--- src/rtl/graphics_robot.sv ---
// Pixel generator for the pipe-cleaning robot display: wall column, robot sprite and background.
// Robot position moves once per frame from buffered direction commands and blinks while cleaning.
module graphics_robot #(
    parameter int          H_VISIBLE    = 640,
    parameter int          V_VISIBLE    = 480,
    parameter int          WALL_X_L     = 32,
    parameter int          WALL_X_R     = 35,
    parameter int          ROBOT_W      = 16,
    parameter int          ROBOT_STEP   = 2,
    parameter int          ROBOT_X0     = 64,
    parameter int          ROBOT_Y0     = 232,
    parameter int          BLINK_FRAMES = 16,
    parameter logic [2:0]  WALL_RGB     = 3'b001,
    parameter logic [2:0]  ROBOT_RGB    = 3'b100,
    parameter logic [2:0]  CLEAN_RGB    = 3'b010,
    parameter logic [2:0]  BG_RGB       = 3'b110
) (
    input  logic       clk,
    input  logic       rst_n,
    input  logic       video_on,
    input  logic [9:0] pix_x,
    input  logic [9:0] pix_y,
    input  logic       dir_valid,
    input  logic [1:0] dir,
    input  logic       clean_en,
    output logic [2:0] graph_rgb,
    output logic [9:0] robot_x,
    output logic [9:0] robot_y,
    output logic       frame_tick,
    output logic       blocked
);

    localparam int BLINK_W = (BLINK_FRAMES > 2) ? $clog2(BLINK_FRAMES) : 1;

    localparam logic [10:0] X_MIN   = 11'(WALL_X_R + 1);
    localparam logic [10:0] X_MAX   = 11'(H_VISIBLE - ROBOT_W);
    localparam logic [10:0] Y_MIN   = 11'd0;
    localparam logic [10:0] Y_MAX   = 11'(V_VISIBLE - ROBOT_W);
    localparam logic [10:0] STEP    = 11'(ROBOT_STEP);
    localparam logic [10:0] SIZE_M1 = 11'(ROBOT_W - 1);
    localparam logic [9:0]  WALL_L  = 10'(WALL_X_L);
    localparam logic [9:0]  WALL_R  = 10'(WALL_X_R);
    localparam logic [9:0]  TICK_Y  = 10'(V_VISIBLE);
    localparam logic [9:0]  X0      = 10'(ROBOT_X0);
    localparam logic [9:0]  Y0      = 10'(ROBOT_Y0);

    localparam logic [BLINK_W-1:0] BLINK_LAST = BLINK_W'(BLINK_FRAMES - 1);
    localparam logic [BLINK_W-1:0] BLINK_HALF = BLINK_W'(BLINK_FRAMES / 2);

    logic               cond;
    logic               cond_d_reg;
    logic               frame_tick_reg;
    logic               pend_valid_reg;
    logic [1:0]         pend_dir_reg;
    logic [9:0]         x_reg, x_next;
    logic [9:0]         y_reg, y_next;
    logic               blocked_reg, blocked_next;
    logic [BLINK_W-1:0] blink_reg;
    logic [2:0]         rgb_reg, rgb_next;
    logic [10:0]        x_ext, y_ext, cand;
    logic               wall_on, robot_on;
    logic [2:0]         robot_rgb;

    // Rising-edge detect so a pixel position held for several clocks still gives one tick.
    assign cond = (pix_x == 10'd0) && (pix_y == TICK_Y);

    always_ff @(posedge clk or negedge rst_n) begin
        if (!rst_n) begin
            cond_d_reg     <= 1'b0;
            frame_tick_reg <= 1'b0;
        end else begin
            cond_d_reg     <= cond;
            frame_tick_reg <= cond && !cond_d_reg;
        end
    end

    // A command arriving on the tick clock survives: the tick consumes the older one.
    always_ff @(posedge clk or negedge rst_n) begin
        if (!rst_n) begin
            pend_valid_reg <= 1'b0;
            pend_dir_reg   <= 2'b00;
        end else if (dir_valid) begin
            pend_valid_reg <= 1'b1;
            pend_dir_reg   <= dir;
        end else if (frame_tick_reg) begin
            pend_valid_reg <= 1'b0;
        end
    end

    // Saturating move; decrements compare against the limit first so nothing wraps.
    always_comb begin
        x_ext        = {1'b0, x_reg};
        y_ext        = {1'b0, y_reg};
        cand         = 11'd0;
        x_next       = x_reg;
        y_next       = y_reg;
        blocked_next = blocked_reg;
        case (pend_dir_reg)
            2'b00: begin
                cand = x_ext + STEP;
                if (cand > X_MAX) begin
                    x_next       = X_MAX[9:0];
                    blocked_next = 1'b1;
                end else begin
                    x_next       = cand[9:0];
                    blocked_next = 1'b0;
                end
            end
            2'b01: begin
                if (x_ext < X_MIN + STEP) begin
                    x_next       = X_MIN[9:0];
                    blocked_next = 1'b1;
                end else begin
                    cand         = x_ext - STEP;
                    x_next       = cand[9:0];
                    blocked_next = 1'b0;
                end
            end
            2'b10: begin
                cand = y_ext + STEP;
                if (cand > Y_MAX) begin
                    y_next       = Y_MAX[9:0];
                    blocked_next = 1'b1;
                end else begin
                    y_next       = cand[9:0];
                    blocked_next = 1'b0;
                end
            end
            default: begin
                if (y_ext < Y_MIN + STEP) begin
                    y_next       = Y_MIN[9:0];
                    blocked_next = 1'b1;
                end else begin
                    cand         = y_ext - STEP;
                    y_next       = cand[9:0];
                    blocked_next = 1'b0;
                end
            end
        endcase
    end

    always_ff @(posedge clk or negedge rst_n) begin
        if (!rst_n) begin
            x_reg       <= X0;
            y_reg       <= Y0;
            blocked_reg <= 1'b0;
        end else if (frame_tick_reg && pend_valid_reg) begin
            x_reg       <= x_next;
            y_reg       <= y_next;
            blocked_reg <= blocked_next;
        end
    end

    always_ff @(posedge clk or negedge rst_n) begin
        if (!rst_n) begin
            blink_reg <= '0;
        end else if (!clean_en) begin
            blink_reg <= '0;
        end else if (frame_tick_reg) begin
            blink_reg <= (blink_reg == BLINK_LAST) ? '0 : blink_reg + 1'b1;
        end
    end

    // Gating with clean_en lets the idle colour appear on the clock right after cleaning stops.
    assign robot_rgb = (clean_en && (blink_reg >= BLINK_HALF)) ? CLEAN_RGB : ROBOT_RGB;

    assign wall_on  = (pix_x >= WALL_L) && (pix_x <= WALL_R);
    assign robot_on = ({1'b0, pix_x} >= {1'b0, x_reg}) &&
                      ({1'b0, pix_x} <= {1'b0, x_reg} + SIZE_M1) &&
                      ({1'b0, pix_y} >= {1'b0, y_reg}) &&
                      ({1'b0, pix_y} <= {1'b0, y_reg} + SIZE_M1);

    always_comb begin
        rgb_next = BG_RGB;
        if (!video_on)
            rgb_next = 3'b000;
        else if (robot_on)
            rgb_next = robot_rgb;
        else if (wall_on)
            rgb_next = WALL_RGB;
    end

    always_ff @(posedge clk or negedge rst_n) begin
        if (!rst_n)
            rgb_reg <= 3'b000;
        else
            rgb_reg <= rgb_next;
    end

    assign graph_rgb  = rgb_reg;
    assign robot_x    = x_reg;
    assign robot_y    = y_reg;
    assign frame_tick = frame_tick_reg;
    assign blocked    = blocked_reg;

endmodule

--- config.mk ---
export PLATFORM = sky130hd
export DESIGN_NAME = graphics_robot
export DESIGN_NICKNAME = d
export VERILOG_FILES = /design/src/rtl/graphics_robot.sv
export SDC_FILE = /design/constraint.sdc
export NUM_CORES = 1
export LEC_CHECK = 0
export CAP_MARGIN = 40
export CORE_UTILIZATION = 55
export CTS_BUF_LIST = sky130_fd_sc_hd__clkbuf_4 sky130_fd_sc_hd__clkbuf_8
export CTS_CLUSTER_SIZE = 10
export DETAILED_ROUTE_END_ITERATION = 10
export PLACE_DENSITY = 0.83
export SYNTH_ARGS = -nofsm -noshare
export SYNTH_HDL_FRONTEND = slang
export SYNTH_SLANG_ARGS = --single-unit
--- constraint.sdc ---
create_clock -name clk -period 3.55 [get_ports clk]
set_input_delay 0.8875 -clock clk [delete_from_list [all_inputs] [get_ports clk]]
set_output_delay 0.8875 -clock clk [all_outputs]
set_load 0.01 [all_outputs]
Word level (Yosys, flattened, before mapping)
Index checks and enable logic that the tools add are counted.

storage, ports and cells
  flip-flop bits (word level) = 33
  bits in latches = 0
  RAM bits = 0
  memory bits (read-only) = 0
  input port bits = 27
  output and inout port bits = 25
  logic and storage cells = 69
  memories kept = 0

cells by class
  $add $sub $neg = 7
  $mul = 0
  div/mod/pow operators = 0
  order comparisons = 11
  eq/ne operators = 5
  shifts and indexed selects = 0
  mux-type cells = 20
  bitwise gates (word level) = 1
  reductions and logical operators = 16

operators with widths
  cell                                                          number
  2-to-1 mux 10 bit                                             4
  one-hot mux 10 bit (2 select lines)                           2
  adder 10 x 2 -> 11 bit (second input constant)                2
  adder 10 x 4 -> 11 bit (second input constant)                2
  <= comparator 10 x 11 -> 1 bit                                2
  >= comparator 10 bit                                          2
  subtractor 10 x 2 -> 10 bit (second input constant)           2
  2-to-1 mux 3 bit                                              4
  2-to-1 mux 4 bit                                              3
  > comparator 11 x 10 -> 1 bit (second input constant)         1
  > comparator 11 x 9 -> 1 bit (second input constant)          1
  equality test 10 x 9 -> 1 bit (second input constant)         1
  >= comparator 10 x 6 -> 1 bit (second input constant)         1
  <= comparator 10 x 6 -> 1 bit (second input constant)         1
  zero test 10 bit                                              1
  less-than comparator 10 x 2 -> 1 bit (second input constant)  1
  less-than comparator 10 x 6 -> 1 bit (second input constant)  1
  logical AND 1 bit                                             8
  2-to-1 mux 1 bit                                              6
  adder 4 x 1 -> 4 bit (second input constant)                  1
  equality test 4 bit (second input constant)                   1
  >= comparator 4 bit (second input constant)                   1
  AND reduction 2 bit                                           2
  nonzero test 2 bit                                            2
  8 further kinds                                               8

Longest topological paths before layout
Gate-level depths: netlist of the first run.

  word-level depth = 7
  depth in mapped cells = 13
  mapped depth without buffers = 13

Worst setup path before layout of the first run
No wires, ideal clock.

  path kind = flip-flop to flip-flop
  from = register x_reg[1] (netlist: robot_x[1])
  to = register rgb_reg[1] (netlist: graph_rgb[1])
  setup time = 0.079 ns
  data arrival time = 2.587 ns
  required time = 3.471 ns
  setup slack = 0.883 ns
  cell stages (with the launch flop) = 14
  path buffers = 0
  clock period less this slack = 2.667 ns
  path through = dfrtp_1 inv_1 ha_1 nand2b_1 nand2_1 nor2_1 xnor2_1 ha_1 nand4_1 nor3_1 nor2_1 or3_1 nand4_1 mux2i_1

on the way
  cells in the longest elaborated chain, start to end = 7
  elaborated cells on any way between the ends = 8
  those cells by class = add/sub: 1; order compare: 2; mux: 2; reduce/logical: 3

RTL lines
  element                         RTL line  source
  start, declared                 55        logic [9:0] x_reg, x_next;
  start signal, assigned          148       x_reg <= x_next;
  adder 10 x 4 -> 11 bit          169       ({1'b0, pix_x} <= {1'b0, x_reg} + SIZE_M1) &&
  <= comparator 10 x 11 -> 1 bit  169
  logical AND 1 bit (*)           168       assign robot_on = ({1'b0, pix_x} >= {1'b0, x_reg}) &&
  logical AND 1 bit (*)           169
  logical AND 1 bit (*)           170       ({1'b0, pix_y} >= {1'b0, y_reg}) &&
  2-to-1 mux 3 bit (*)            177       else if (robot_on)
  2-to-1 mux 3 bit (*)            175       if (!video_on)
  via rgb_next[1]                 59        logic [2:0] rgb_reg, rgb_next;
  end signal, assigned            187       rgb_reg <= rgb_next;
  end, declared                   59

The timed path passes the listed nets; every way through them passes the cells marked *.
A chain may end at the register's enable or synchronous reset.

Final worst setup path of the first run
  from = register x_reg[1] (netlist: robot_x[1])
  to = register rgb_reg[2] (netlist: graph_rgb[2])

Same word-level chain as after synthesis.

==> impl_metrics.env, run 1 <==
export IMPL_grt_overflow=0
export IMPL_r2r_slack_ps=500
export IMPL_clkLatencyLatePin_ps=290
export IMPL_r2r_end="graph_rgb[2]$_DFF_PN0_"
export IMPL_critical_path_top_delay_family="simple AND/OR/NAND/NOR gates"
export IMPL_clk_path_buf_depth=2
export IMPL_cts_tree="built"
export IMPL_post_route_util_pct=67.0
export IMPL_start_kind="register"
export IMPL_place_inst=521
export IMPL_relSlewSlack_pct=57.2
export IMPL_finalMaxSlewViolations=0
export IMPL_worstPathMaxFanout=9
export IMPL_dieArea_um2=6510
export IMPL_n_antenna_cell=0
export IMPL_ys_ff_latch=31
export IMPL_ys_seq_area_share_pct=23.0
export IMPL_clock_fmax_mhz=328
export IMPL_reg2reg_from="robot_x[1]$_DFFE_PN0P_"
export IMPL_ctsResizeCount=0
export IMPL_critPathCaptureType="register"
export IMPL_crit_chain="inv_1 > ha_1 > nand2b_1 > nand2_1 > nor2_1 > xnor2_1 > ha_1 > nand4_1 > nor3_1 > nor2_1 > or3_1 > nand4_1 > mux2i_1"
export IMPL_power_mw=0.915
export IMPL_cts_buffers=5
export IMPL_n_fill_cell=520
export IMPL_timing_final_crit_share_pct=85.8
export IMPL_avgViaCountPerCell=6.50
export IMPL_layout_common_cells="49 x clkdlybuf4s50_1, 44 x ha_1, 31 x nor2_1, 29 x nand2_1, 26 x dfrtp_1"
export IMPL_mostFrequentLayoutCell="clkdlybuf4s50_1"
export IMPL_dpl_cell_area_um2=3890
export IMPL_synthArstFlopShare_pct=100
export IMPL_numClockSinks=31
export IMPL_worstHoldStart="cond_d_reg$_DFF_PN0_"
export IMPL_grtUsageTotal_pct=31.5
export IMPL_nets=524
export IMPL_syn_area_um2=3410
export IMPL_synthCells=417
export IMPL_io_pins=52
export IMPL_antenna_found_initial=0
export IMPL_dpl_hpwl_um=7500
export IMPL_drc=0
export IMPL_die_h_um=80.7
export IMPL_dr_pass1_iters=6
export IMPL_cpPeakStageDelay_ps=530
export IMPL_arrival_ps=3250
export IMPL_fp_row_count=28
export IMPL_clockRootBuffer="clkbuf_8"
export IMPL_tightest_slew_ps=635
export IMPL_finalClockSkew_ps=8.43
export IMPL_tns_ps=0
export IMPL_p_leak_nw=1.57
export IMPL_final_cell_area_um2=3990
export IMPL_min_path_type="register to register"
export IMPL_min_to="frame_tick$_DFF_PN0_"
export IMPL_rsz0062_at_grt="false"
export IMPL_cts_hold_buffers=0
export IMPL_post_cts_buffers=0
export IMPL_synth_cell_types=65
export IMPL_num_vias=3438
export IMPL_routed_wl_um=9750
export IMPL_setup_viol=0
export IMPL_coreArea_um2=5960
export IMPL_max_cap_violations=0
export IMPL_clkTransAtPathRegs_ps=70
export IMPL_hold_slack_ps=396
export IMPL_reg2reg_depth=13
export IMPL_fin_cells=529
export IMPL_layout_drive_gt1_share_pct=5.29
export IMPL_final_hold_violation_count=0
export IMPL_gp_congestion=0.980
export IMPL_die_w_um=80.7
export IMPL_grt_start_max_net_pins=32
export IMPL_wire_per_inst_um=18.4
export IMPL_first_iter_violations=307
export IMPL_synth_warnings=0
export IMPL_synth_ff_type="dfrtp_1"
export IMPL_required_ps=3750
export IMPL_antenna_left=0
export IMPL_avgSynthCellArea_um2=8.17
export IMPL_path_buf_inv=1
export IMPL_syn_to_final_growth_pct=17.2
export IMPL_synth_edf_count=0
export IMPL_criticalPathCategory="register to register"
export IMPL_vdd_ir_drop_worst_v=0.000249
export IMPL_grt_pass1_wl_um=15500
export IMPL_min_delay_path_depth=1
export IMPL_dp_slack_ps=564
export IMPL_status="finished clean"
export IMPL_min_period_ps=3050
export IMPL_power_density_nw_per_um2=229
export IMPL_layout_setup_ws_ps=503
export IMPL_cts_htree_levels=2
export IMPL_initial_utilization_pct=57.2
export IMPL_grt_pass1_vias=3228
export IMPL_slowest_stage="dfrtp_1"
export IMPL_io_buffer_count=49
synthesized netlist by cell type, drive strengths merged, types with 3 or more instances:
master	n	area, µm²
and4	3	26.3
dfrtp	26	651
a21oi	24	120
o31ai	5	37.5
nand3	19	95.1
o311ai	4	35.0
dfstp	5	131
nand2	29	109
inv	23	86.3
nand4	14	103
o21ai	28	140
ha	44	551
nor3	13	65.1
a211oi	6	57.6
a221o	3	30.0
nand2b	6	37.5
o41ai	3	33.8
nor4	7	43.8
a31oi	5	31.3
and2	5	31.3
xnor2	20	175
o22ai	5	31.3
o211ai	3	22.5
clkbuf	10	38.8
o32ai	4	35.0
nor2	31	116
nor2b	7	43.8
buf	14	90.1
a22oi	4	30.0
and3	4	25.0
mux2i	5	50.1
or3	6	42.5
worst max path at each step:
| stage | depth (start not counted) | endpoint | slack, ps | startpoint |
|---|---|---|---|---|
| floorplan | 13 | graph_rgb[1]$_DFF_PN0_ | 880 | robot_x[1]$_DFFE_PN0P_ |
| global route | 13 | graph_rgb[2]$_DFF_PN0_ | 340 | robot_x[1]$_DFFE_PN0P_ |
| global placement | 8 | graph_rgb[1]$_DFF_PN0_ | 670 | pix_y[1] |
| detailed placement | 13 | graph_rgb[1]$_DFF_PN0_ | 560 | robot_x[1]$_DFFE_PN0P_ |
| CTS | 13 | graph_rgb[2]$_DFF_PN0_ | 530 | robot_x[1]$_DFFE_PN0P_ |
| finish | 13 | graph_rgb[2]$_DFF_PN0_ | 500 | robot_x[1]$_DFFE_PN0P_ |
worst register-to-register path, stage by stage, from the launching register on:
cell and delay [ps]:
dfrtp_1 530, inv_1 180, ha_1 280, nand2b_1 130
nand2_1 110, nor2_1 170, xnor2_1 90, ha_1 310
nand4_1 170, nor3_1 220, nor2_1 60, or3_1 310
nand4_1 160, mux2i_1 230
power by group:
| part | leakage, nW | internal, mW | switching, mW | total [mW] |
|---|---|---|---|---|
| sequential | 0.401 | 0.361 | 0.0179 | 0.378 |
| clock | 0.0549 | 0.185 | 0.140 | 0.324 |
| combinational | 1.11 | 0.0970 | 0.115 | 0.212 |
| total | 1.57 | 0.642 | 0.273 | 0.915 |
per-layer routing:
| metal | GRT usage (%) | wire length, µm | vias up |
|---|---|---|---|
| li1 | - | - | 1625 |
| met1 | 36.3 | 3900 | 1627 |
| met2 | 56.0 | 4840 | 155 |
| met3 | 5.34 | 661 | 31 |
| met4 | 14.6 | 344 | 0 |
| met5 | 0 | 0 | - |
final cells by class:
class,count,area (µm²),share of cell area (%)
flip-flops and latches,31,782,19.6
clock buffers,8,104,2.60
multi-input cells,340,2410,60.4
repair buffers,52,513,12.9
inverters,23,86.3,2.16
well taps,75,93.8,2.35
cell families after synthesis:
| group | synth area share [%] |
|---|---|
| flops | 23.0 |
| mux | 2.13 |
| simple gates | 23.8 |
| other cells | 0.110 |
| fa+ha+maj | 16.2 |
| compound gates | 22.9 |
| buf+inv | 6.32 |
| xor+xnor | 5.66 |
No activity file was read; power rests on OpenSTA's default activity.
==> run 2: changes to the inputs <==
--- a/config.mk
+++ b/config.mk
@@ -6,11 +6,11 @@
 export NUM_CORES = 1
 export LEC_CHECK = 0
 export CAP_MARGIN = 40
-export CORE_UTILIZATION = 55
+export CORE_UTILIZATION = 37
 export CTS_BUF_LIST = sky130_fd_sc_hd__clkbuf_4 sky130_fd_sc_hd__clkbuf_8
 export CTS_CLUSTER_SIZE = 10
 export DETAILED_ROUTE_END_ITERATION = 10
-export PLACE_DENSITY = 0.83
+export PLACE_DENSITY = 0.6
 export SYNTH_ARGS = -nofsm -noshare
 export SYNTH_HDL_FRONTEND = slang
 export SYNTH_SLANG_ARGS = --single-unit
==> impl_metrics.env, run 2 (synthesis gave the netlist of run 1 again) <==
export IMPL_dpl_cell_area_um2=3940
export IMPL_power_mw=0.975
export IMPL_n_fill_cell=886
export IMPL_grt_pass1_wl_um=16300
export IMPL_io_buffer_count=49
export IMPL_slowest_stage="dfrtp_1"
export IMPL_final_hold_violation_count=0
export IMPL_tightest_slew_ps=603
export IMPL_clockRootBuffer="clkbuf_8"
export IMPL_ctsResizeCount=0
export IMPL_cts_htree_levels=2
export IMPL_layout_drive_gt1_share_pct=5.70
export IMPL_grtUsageTotal_pct=21.0
export IMPL_cts_hold_buffers=0
export IMPL_final_cell_area_um2=4060
export IMPL_initial_utilization_pct=38.7
export IMPL_clkTransAtPathRegs_ps=80
export IMPL_tns_ps=0
export IMPL_r2r_slack_ps=440
export IMPL_grt_overflow=0
export IMPL_start_kind="register"
export IMPL_routed_wl_um=9610
export IMPL_io_pins=52
export IMPL_met2WireLength_um=4760
export IMPL_setup_viol=0
export IMPL_violations="design-rule violations"
export IMPL_path_buf_inv=1
export IMPL_top_layer="met4"
export IMPL_power_density_nw_per_um2=240
export IMPL_status="complete, but fails checks"
export IMPL_fp_row_count=34
export IMPL_worstPathMaxFanout=9
export IMPL_n_antenna_cell=0
export IMPL_antenna_left=0
export IMPL_timing_final_crit_share_pct=87.6
export IMPL_wire_per_inst_um=17.0
export IMPL_max_cap_violations=0
export IMPL_syn_to_final_growth_pct=19.3
export IMPL_grt_start_max_net_pins=32
export IMPL_dr_pass1_iters=8
export IMPL_coreArea_um2=8810
export IMPL_critical_path_top_delay_family="simple AND/OR/NAND/NOR gates"
export IMPL_cpPeakStageDelay_ps=570
export IMPL_cts_buffers=5
export IMPL_numClockSinks=31
export IMPL_clkLatencyLatePin_ps=290
export IMPL_dieArea_um2=9590
export IMPL_finalClockSkew_ps=12.0
export IMPL_first_iter_violations=171
export IMPL_vdd_ir_drop_worst_v=0.000185
export IMPL_relSlewSlack_pct=59.4
export IMPL_cts_tree="built"
export IMPL_min_path_type="register to register"
export IMPL_crit_chain="inv_1 > ha_1 > nand2b_1 > nand2_1 > nor2_1 > xnor2_1 > ha_1 > nand4_1 > nor3_1 > nor2_1 > or3_1 > nand4_1 > mux2i_1"
export IMPL_die_w_um=97.9
export IMPL_min_period_ps=3110
export IMPL_antenna_found_initial=0
export IMPL_nets=526
export IMPL_criticalPathCategory="register to register"
export IMPL_rsz0062_at_grt="false"
export IMPL_critPathCaptureType="register"
export IMPL_finalMaxSlewViolations=0
export IMPL_met3WireLength_um=419
export IMPL_required_ps=3760
export IMPL_layout_common_cells="49 x clkdlybuf4s50_1, 44 x ha_1, 31 x nor2_1, 29 x nand2_1, 26 x dfrtp_1"
export IMPL_post_cts_buffers=0
export IMPL_gp_congestion=0.904
export IMPL_wl_met1_um=4340
export IMPL_clk_path_buf_depth=2
export IMPL_drc=3
export IMPL_num_vias=3325
export IMPL_clock_fmax_mhz=322
export IMPL_avgViaCountPerCell=5.90
export IMPL_arrival_ps=3320
export IMPL_die_h_um=97.9
export IMPL_mostFrequentLayoutCell="clkdlybuf4s50_1"
export IMPL_dpl_hpwl_um=7490
export IMPL_p_leak_nw=1.59
export IMPL_grt_pass1_vias=3303
## run 2: changes by cell type in the layout (fill, tap and decap cells not counted), sizes merged
cell    before  now
buf          3    5
clkbuf       8    6
bufinv       0    1
clkinv       0    1
## run 2: final cells by class
| class | instances | area [µm²] | share of cell area [%] |
|---|---|---|---|
| timing repair buffer | 54 | 528 | 13.0 |
| sequential | 31 | 782 | 19.3 |
| multi-input combinational | 340 | 2410 | 59.4 |
| clock buffer | 6 | 82.6 | 2.03 |
| inverter | 23 | 86.3 | 2.13 |
| tap | 108 | 135 | 3.33 |
| clock inverter | 2 | 35.0 | 0.863 |
## run 2: worst paths after layout
check                                            start                     end  depth (start not counted)
worst max-delay path            robot_x[1]$_DFFE_PN0P_  graph_rgb[2]$_DFF_PN0_                         13
worst min-delay path              cond_d_reg$_DFF_PN0_    frame_tick$_DFF_PN0_                          1
worst max register to register  robot_x[1]$_DFFE_PN0P_  graph_rgb[2]$_DFF_PN0_                         13
worst min register to register    cond_d_reg$_DFF_PN0_    frame_tick$_DFF_PN0_                          1
max in group asynchronous                        rst_n  robot_x[6]$_DFFE_PN1P_                          2
min in group asynchronous                        rst_n  robot_y[1]$_DFFE_PN0P_                          2
## run 2: metrics by stage
step                      cells  hold slack (ps)  utilization (%)  setup slack [ps]
final                       564              395             46.1               441
after global routing        564              420             46.1               196
after CTS                   564              398             46.1               423
after detailed placement    556              393             44.8               445
after global placement      555              394             44.7               551
after floorplan             418              378                -               883
## run 2: worst reg2reg max path, delay by kind of cell (launching register included)
kind          cells  cell delay, ps
simple gates      8            1350
fa+ha+maj         2             590
mux               1             210
flops             1             570
xor+xnor          1              80
buf+inv           1             230
## run 2: routing by layer
layer	global-route usage [%]	vias up
met5	0	-
met4	5.01	0
met3	2.86	9
met2	36.6	98
met1	27.2	1580
li1	-	1638
## run 2: report_power, final
group / internal [mW] / total (mW) / switching, mW
registers: 0.361 / 0.368 / 0.00711
clock network: 0.227 / 0.377 / 0.149
logic: 0.103 / 0.231 / 0.128
==> run 3: changes to the inputs <==
--- a/config.mk
+++ b/config.mk
@@ -6,11 +6,13 @@
 export NUM_CORES = 1
 export LEC_CHECK = 0
 export CAP_MARGIN = 40
-export CORE_UTILIZATION = 37
+export CELL_PAD_IN_SITES_DETAIL_PLACEMENT = 1
+export CELL_PAD_IN_SITES_GLOBAL_PLACEMENT = 2
+export CORE_UTILIZATION = 33
 export CTS_BUF_LIST = sky130_fd_sc_hd__clkbuf_4 sky130_fd_sc_hd__clkbuf_8
 export CTS_CLUSTER_SIZE = 10
 export DETAILED_ROUTE_END_ITERATION = 10
-export PLACE_DENSITY = 0.6
+export PLACE_DENSITY = 0.84
 export SYNTH_ARGS = -nofsm -noshare
 export SYNTH_HDL_FRONTEND = slang
 export SYNTH_SLANG_ARGS = --single-unit
==> impl_metrics.env, run 3 (synthesis gave the netlist of run 1 again) <==
export IMPL_die_h_um=104
export IMPL_grt_start_max_net_pins=32
export IMPL_p_comb_share_pct=22.6
export IMPL_routed_wl_um=11400
export IMPL_numClockSinks=31
export IMPL_dpl_hpwl_um=8910
export IMPL_antenna_found_initial=0
export IMPL_sw_frac_of_total_pct=27.9
export IMPL_timing_final_crit_share_pct=90.0
export IMPL_fp_row_count=36
export IMPL_antenna_left=0
export IMPL_critPathCaptureType="register"
export IMPL_power_density_nw_per_um2=253
export IMPL_cpPeakStageDelay_ps=570
export IMPL_start_kind="register"
export IMPL_grt_overflow=0
export IMPL_clk_path_buf_depth=2
export IMPL_wire_per_inst_um=19.3
export IMPL_cts_buffers=5
export IMPL_initial_utilization_pct=34.4
export IMPL_io_pins=52
export IMPL_worstPathMaxFanout=9
export IMPL_final_hold_violation_count=0
export IMPL_p_clk_share_pct=42.1
export IMPL_required_ps=3760
export IMPL_finalClockSkew_ps=11.3
export IMPL_p_leak_nw=1.60
export IMPL_cts_htree_levels=2
export IMPL_p_sw_mw=0.290
export IMPL_relSlewSlack_pct=55.5
export IMPL_n_antenna_cell=0
export IMPL_tns_ps=0
export IMPL_dr_pass1_iters=6
export IMPL_power_frac_seq_pct=35.3
export IMPL_layout_common_cells="49 x clkdlybuf4s50_1, 44 x ha_1, 31 x nor2_1, 29 x nand2_1, 26 x dfrtp_1"
export IMPL_tightest_slew_ps=661
export IMPL_cts_hold_buffers=0
export IMPL_clockRootBuffer="clkbuf_8"
export IMPL_ctsResizeCount=0
export IMPL_rsz0062_at_grt="false"
export IMPL_cts_tree="built"
export IMPL_first_iter_violations=119
export IMPL_crit_chain="inv_1 > ha_1 > nand2b_1 > nand2_1 > nor2_1 > xnor2_1 > ha_1 > nand4_1 > nor3_1 > nor2_1 > or3_1 > nand4_1 > mux2i_1"
export IMPL_min_period_ps=3200
export IMPL_layout_setup_ws_ps=353
export IMPL_finalMaxSlewViolations=0
export IMPL_coreArea_um2=9910
export IMPL_arrival_ps=3410
export IMPL_avgViaCountPerCell=5.72
export IMPL_min_path_type="register to register"
export IMPL_die_w_um=104
export IMPL_clock_fmax_mhz=313
export IMPL_grt_pass1_wl_um=18900
export IMPL_mostFrequentLayoutCell="clkdlybuf4s50_1"
export IMPL_slowest_stage="dfrtp_1"
export IMPL_setup_viol=0
export IMPL_dieArea_um2=10700
export IMPL_max_cap_violations=0
export IMPL_drc=0
export IMPL_gp_congestion=0.906
export IMPL_dp_slack_ps=444
export IMPL_num_vias=3374
export IMPL_grt_pass1_vias=3504
export IMPL_post_cts_buffers=0
export IMPL_path_buf_inv=1
export IMPL_layout_drive_gt1_share_pct=5.91
export IMPL_nets=527
export IMPL_clkTransAtPathRegs_ps=80
export IMPL_io_buffer_count=49
export IMPL_criticalPathCategory="register to register"
export IMPL_clkLatencyLatePin_ps=300
export IMPL_grtUsageTotal_pct=21.9
export IMPL_critical_path_top_delay_family="simple AND/OR/NAND/NOR gates"
export IMPL_p_int_mw=0.751
export IMPL_vdd_ir_drop_worst_v=0.000203
export IMPL_status="finished clean"
export IMPL_syn_to_final_growth_pct=20.9
run 3: area by class of cell:
cell class / count / area [µm²]
fill: 1221 / 5790
multi-input combinational: 340 / 2410
sequential: 31 / 782
timing repair buffer: 55 / 536
tap: 133 / 166
inverter: 23 / 86.3
clock buffer: 6 / 76.3
clock inverter: 2 / 60.1
run 3: final timing paths:
check / to / depth (start not counted) / slack [ps] / from
max: graph_rgb[1]$_DFF_PN0_ / 13 / 350 / robot_x[1]$_DFFE_PN0P_
max reg2reg: graph_rgb[1]$_DFF_PN0_ / 13 / 350 / robot_x[1]$_DFFE_PN0P_
min reg2reg: frame_tick$_DFF_PN0_ / 1 / 420 / cond_d_reg$_DFF_PN0_
min in group asynchronous: robot_y[2]$_DFFE_PN0P_ / 2 / 990 / rst_n
min: frame_tick$_DFF_PN0_ / 1 / 420 / cond_d_reg$_DFF_PN0_
max in group asynchronous: robot_y[6]$_DFFE_PN1P_ / 2 / 2210 / rst_n
run 3: power by group through the flow:
stage                     sequential [mW]  clock [mW]  combinational (mW)
after floorplan                     0.373           0               0.138
after global placement              0.374           0               0.230
after detailed placement            0.374           0               0.234
after CTS                           0.368       0.444               0.235
after global routing                0.369       0.465               0.262
final                               0.368       0.438               0.235
run 3: layer usage:
layer | vias up | wire [µm] | part of all wire, % | track usage, %
li1 | 1631 | - | - | -
met1 | 1660 | 5070 | 44 | 27.7
met2 | 73 | 5830 | 51 | 39.7
met3 | 10 | 400 | 3.5 | 3.02
met4 | 0 | 97 | 0.85 | 4.14
met5 | - | 0 | 0 | 0
run 3: per-stage QoR:
stage                     area (µm²)  util (%)  hold WS (ps)  total power, mW  std cells
after floorplan                 3410         -           378            0.511        418
after global placement          3980      40.1           388            0.604        581
after detailed placement        3980      40.2           385            0.608        582
after CTS                       4120      41.6           413             1.05        590
after global routing            4120      41.6           450             1.10        590
final                           4120      41.6           417             1.04        590
==> edit 1, RTL diff (settings of run 3) <==
Set the parameter `BLINK_FRAMES` to 8 (it was 16).
--- a/src/rtl/graphics_robot.sv
+++ b/src/rtl/graphics_robot.sv
@@ -10,5 +10,5 @@
     parameter int          ROBOT_X0     = 64,
     parameter int          ROBOT_Y0     = 232,
-    parameter int          BLINK_FRAMES = 16,
+    parameter int          BLINK_FRAMES = 8,
     parameter logic [2:0]  WALL_RGB     = 3'b001,
     parameter logic [2:0]  ROBOT_RGB    = 3'b100,
Formal check against the unedited RTL: not equivalent (a bounded check fails within 10 cycles, from zero or initial values and one cycle with rst_n low).
==> edit 1 against run 3 <==
Setup slack better by 0.14 ns. Non-clock buffer count up 3. Synthesized cell count down 1.7%. Synthesized area down 0.40%. Power up 1.7%. Sequential cell count down 1. Cell count down 0.51%. Clock skew up 0.0029 ns. Routed wire length down 2.3%. Critical path depth unchanged. First-iteration DRC count up 18%. Fmax up 4.7%. Final area down 1.1%. Die area down 0.40%. Largest cell class unchanged. Highest routed layer unchanged.
==> edit 1: results (changes against run 3) <==
- Status: finished clean
- Slowest stage cell, crit path: or4_1
- Root buf cell: clkbuf_8
- Max Clock Skew: 0.0142 ns (+0.00286 ns)
- Routed vias: 3341 (-0.98%)
- Vias in the first global route: 3396 (-3.1%)
- Hold Fails Final Rpt: 0 (unchanged)
- Number of DRC markers in iteration 0: 141 (+18%)
- Overall Power: 1.06 mW (+1.7%)
- GRT met2 Usage: 0.390 (-0.00722)
- Largest net degree at the start of global routing: 31 (-3.1%)
- RePlAce Congestion: 0.916 (+1.1%)
- Met1 WL: 5170 um (+2.0%)
- Crit path DAT: 3.24 ns (-0.17 ns)
- Met3 usage: 0.0296 (-0.000638)
- Wire length on met2: 5440 um (-6.7%)
- CP Max Fanout: 7 (-2)
- CP peak stage delay: 0.52 ns (-0.05 ns)
- Internal power: 728 uW (-3.0%)
- First-pass GRT wire length: 17900 um (-5.0%)
- Top layer in use: met4
- Netlist cell types: 70 (+7.7%)
- Maxcap violations: 0 (unchanged)
- Register share of total power: 0.355 (+0.002)
- VDD IR max: 0.134 mV (-34%)
- Met3 wire len: 368 um (-8.0%)
- Slew @ Worst Pin: 0.563 ns (-0.0981 ns)
- Clock share of power: 0.356 (-0.065)
- Clock Latency Late Sink: a little under 0.3 ns
- Nets@finish: 524 (-0.57%)
- Top cells by area, synth: dfrtp_1 18%, ha_1 16%, o21ai_0 4.0%
- DP Wirelength: 8730 um (-2.0%)
- Layout cells sized above 1: 0.0991 (+0.0400)
- Leakage: 1.57 nW (-1.5%)
- TritonRoute pass-1 iters: 4 (-2)
- Post-Route WL: 11100 um (-2.3%)
- Top cells by count, synth: 44 x ha_1, 34 x nand2_1, 28 x nor2_1, 27 x o21ai_0, 25 x dfrtp_1
- Post-synthesis sequential area ratio: 0.223 (-0.00645)
- Class of the worst hold path: reg -> reg
- GR Util All Layers: 0.221 (+0.00178)
- Global-route track usage on met1: 0.285 (+0.00804)
- Syn. warnings: 0 (unchanged)
==> edit 1: changes by cell type after synthesis, sizes merged, moves of 4 or more <==
cell,before,now
buf,14,18
o31ai,5,1
a21o,1,7
clkbuf,10,5
o211ai,3,7
xnor2,20,16
or3,6,2
and2,5,1
nand2,29,35
==> edit 1: cell type report <==
class	count	area [um2]
fill	1190	5790
multi-input combinational	335	2390
sequential	30	757
timing repair buffer	58	558
tap	133	166
clock buffer	7	90.1
inverter	23	86.3
clock inverter	1	30.0
==> edit 1: path summary, 6_finish.rpt <==
kind,cells after the start,slack [ns],end,from
hold / removal,1,0.42,frame_tick,cond_d_reg
min in group asynchronous,2,1.01,graph_rgb[1],rst_n
hold reg to reg,1,0.42,frame_tick,cond_d_reg
setup reg to reg,13,0.50,graph_rgb[2],robot_y[1]
setup / recovery,13,0.50,graph_rgb[2],robot_y[1]
max in group asynchronous,2,2.19,robot_x[6],rst_n
==> edit 1: per-stage QoR <==
| step | setup slack (ns) | area [um2] | hold WS [ns] | std cells | utilization |
|---|---|---|---|---|---|
| after floorplan | 0.548 | 3400 | 0.378 | 411 | - |
| after global placement | 0.470 | 3960 | 0.392 | 579 | 0.401 |
| after detailed placement | 0.422 | 3960 | 0.405 | 579 | 0.401 |
| after CTS | 0.488 | 4080 | 0.413 | 587 | 0.413 |
| after global routing | 0.270 | 4080 | 0.436 | 587 | 0.413 |
| final | 0.497 | 4080 | 0.415 | 587 | 0.413 |
==> edit 1: kinds of logic (layout without fill, tap and decap cells) <==
logic type	after synthesis	after routing	synth area share
flops	30	30	0.223
xor+xnor	18	18	0.0487
compound gates	114	114	0.225
buf+inv	46	89	0.0741
simple gates	150	150	0.244
other cells	1	2	0.00111
fa+ha+maj	44	44	0.162
mux	7	7	0.0214
==> edit 2, RTL diff (config.mk and constraints of run 3) <==
Without the edit above. Remove the case item `2'b00` of the case on `pend_dir_reg`.
--- a/src/rtl/graphics_robot.sv
+++ b/src/rtl/graphics_robot.sv
@@ -97,14 +97,4 @@
         blocked_next = blocked_reg;
         case (pend_dir_reg)
-            2'b00: begin
-                cand = x_ext + STEP;
-                if (cand > X_MAX) begin
-                    x_next       = X_MAX[9:0];
-                    blocked_next = 1'b1;
-                end else begin
-                    x_next       = cand[9:0];
-                    blocked_next = 1'b0;
-                end
-            end
             2'b01: begin
                 if (x_ext < X_MIN + STEP) begin
Check against the original RTL: not equivalent (Yosys sat finds a counterexample within 4 cycles, from zero or initial values and one cycle with rst_n low).
==> edit 2 against run 3 <==
The flow now finishes with violations (DRC). Synthesized area down 11%. Sequential cell count is the same. Combinational power fell by 46%. Routed wire length fell by 21%. Final area fell by 10%. Setup slack improved by 0.19 ns. Cell count is 13% lower. First-iteration DRC count shrank 19%. Power fell by 23%. Critical endpoint is now graph_rgb[0].
==> edit 2: results (changes against run 3) <==
- Vias/cell: 5.54 (-3.2%)
- First-pass GRT wire length: 15400 um (-18%)
- VDD IR max: 0.0999 mV (-51%)
- Top cells by area, synth: dfrtp_1 22%, ha_1 19%, o21ai_0 5.5%
- Routed WL per cell: 17.5 um (-9.3%)
- DP Wirelength: 7160 um (-20%)
- Leakage: 1.51 nW (-5.3%)
- Number of DRC markers in iteration 0: 96 (-19%)
- Vias in the first global route: 3049 (-13%)
- Nets@finish: 479 (-9.1%)
- Drt drc: 14 (+14)
- Gate Count Post-Synth: 361 (-13%)
- Max Clock Skew: 0.00814 ns (-0.00316 ns)
- GR Util All Layers: 0.200 (-0.0188)
- Top cells by count, synth: 45 x ha_1, 33 x nand2_1, 33 x o21ai_0, 26 x dfrtp_1, 25 x a21oi_1
- Post-synthesis sequential area ratio: 0.259 (+0.0296)
- Slew margin rel.: 0.491 (-0.0638)
- RePlAce Congestion: 0.884 (-2.4%)
- Place WS: 0.392 ns (-0.0515 ns)
- CP peak stage delay: 0.50 ns (-0.07 ns)
- Status: finished with violations
- CP Max Fanout: 8 (-1)
- TritonRoute pass-1 iters: 7 (+1)
- Failing checks: DRC
- Crit path DAT: 3.18 ns (-0.23 ns)
## edit 2: per-stage QoR
step,utilization,instance area [um2],power (mW)
CTS,0.419,3690,0.815
global route,0.419,3690,0.836
finish,0.419,3690,0.800
global placement,0.408,3590,0.490
detailed placement,0.408,3590,0.494
floorplan,-,3020,0.425
## edit 2: layout make-up
type | count | area [um2]
inverters | 25 | 93.8
multi-input cells | 291 | 2060
clock inverters | 1 | 5.00
clock buffers | 7 | 90.1
well taps | 108 | 135
fillers | 1055 | 5120
repair buffers | 53 | 520
flip-flops and latches | 31 | 782
## edit 2: final timing paths
kind                            start            to  slack, ns  cells past startpoint
setup / recovery           robot_y[1]  graph_rgb[0]       0.54                     12
hold / removal             cond_d_reg    frame_tick       0.40                      1
setup reg to reg           robot_y[1]  graph_rgb[0]       0.54                     12
hold reg to reg            cond_d_reg    frame_tick       0.40                      1
max in group asynchronous       rst_n    robot_y[5]       2.18                      2
min in group asynchronous       rst_n    cond_d_reg       1.01                      2
## edit 2: report_power, final
group          internal, mW  leakage (nW)  switching [mW]
logic                0.0624          1.06          0.0657
registers             0.357         0.402         0.00149
clock network         0.164        0.0517           0.149
total                 0.584          1.51           0.216
## edit 2: cell families after synthesis
family	Yosys count	share of synthesized area
buffers and inverters	40	0.0581
and+or+nand+nor	119	0.205
muxes	3	0.00995
AOI/OAI and AO/OA	104	0.228
adders and majority gates	45	0.187
other	1	0.00124
xor gates and xnor gates	18	0.0523
DFF	31	0.259
## edit 2: metal layers
layer  part of all wire  track usage  vias up
met5                  0            0        -
met4             0.0084       0.0466        0
met3              0.026       0.0252        8
met2               0.48        0.341       41
met1               0.48        0.269     1397
li1                   -            -     1411
## edit 2: worst register-to-register path, cell delays in order (launching register included)
cell and delay, ns:
dfrtp_1 0.50, inv_1 0.20, ha_1 0.34, nand2_1 0.15, nand4_1 0.13, xnor2_1 0.20
ha_1 0.20, a21o_1 0.15, a21oi_1 0.19, o21ai_0 0.13, o31ai_1 0.25, nand4_1 0.21
and4_1 0.26
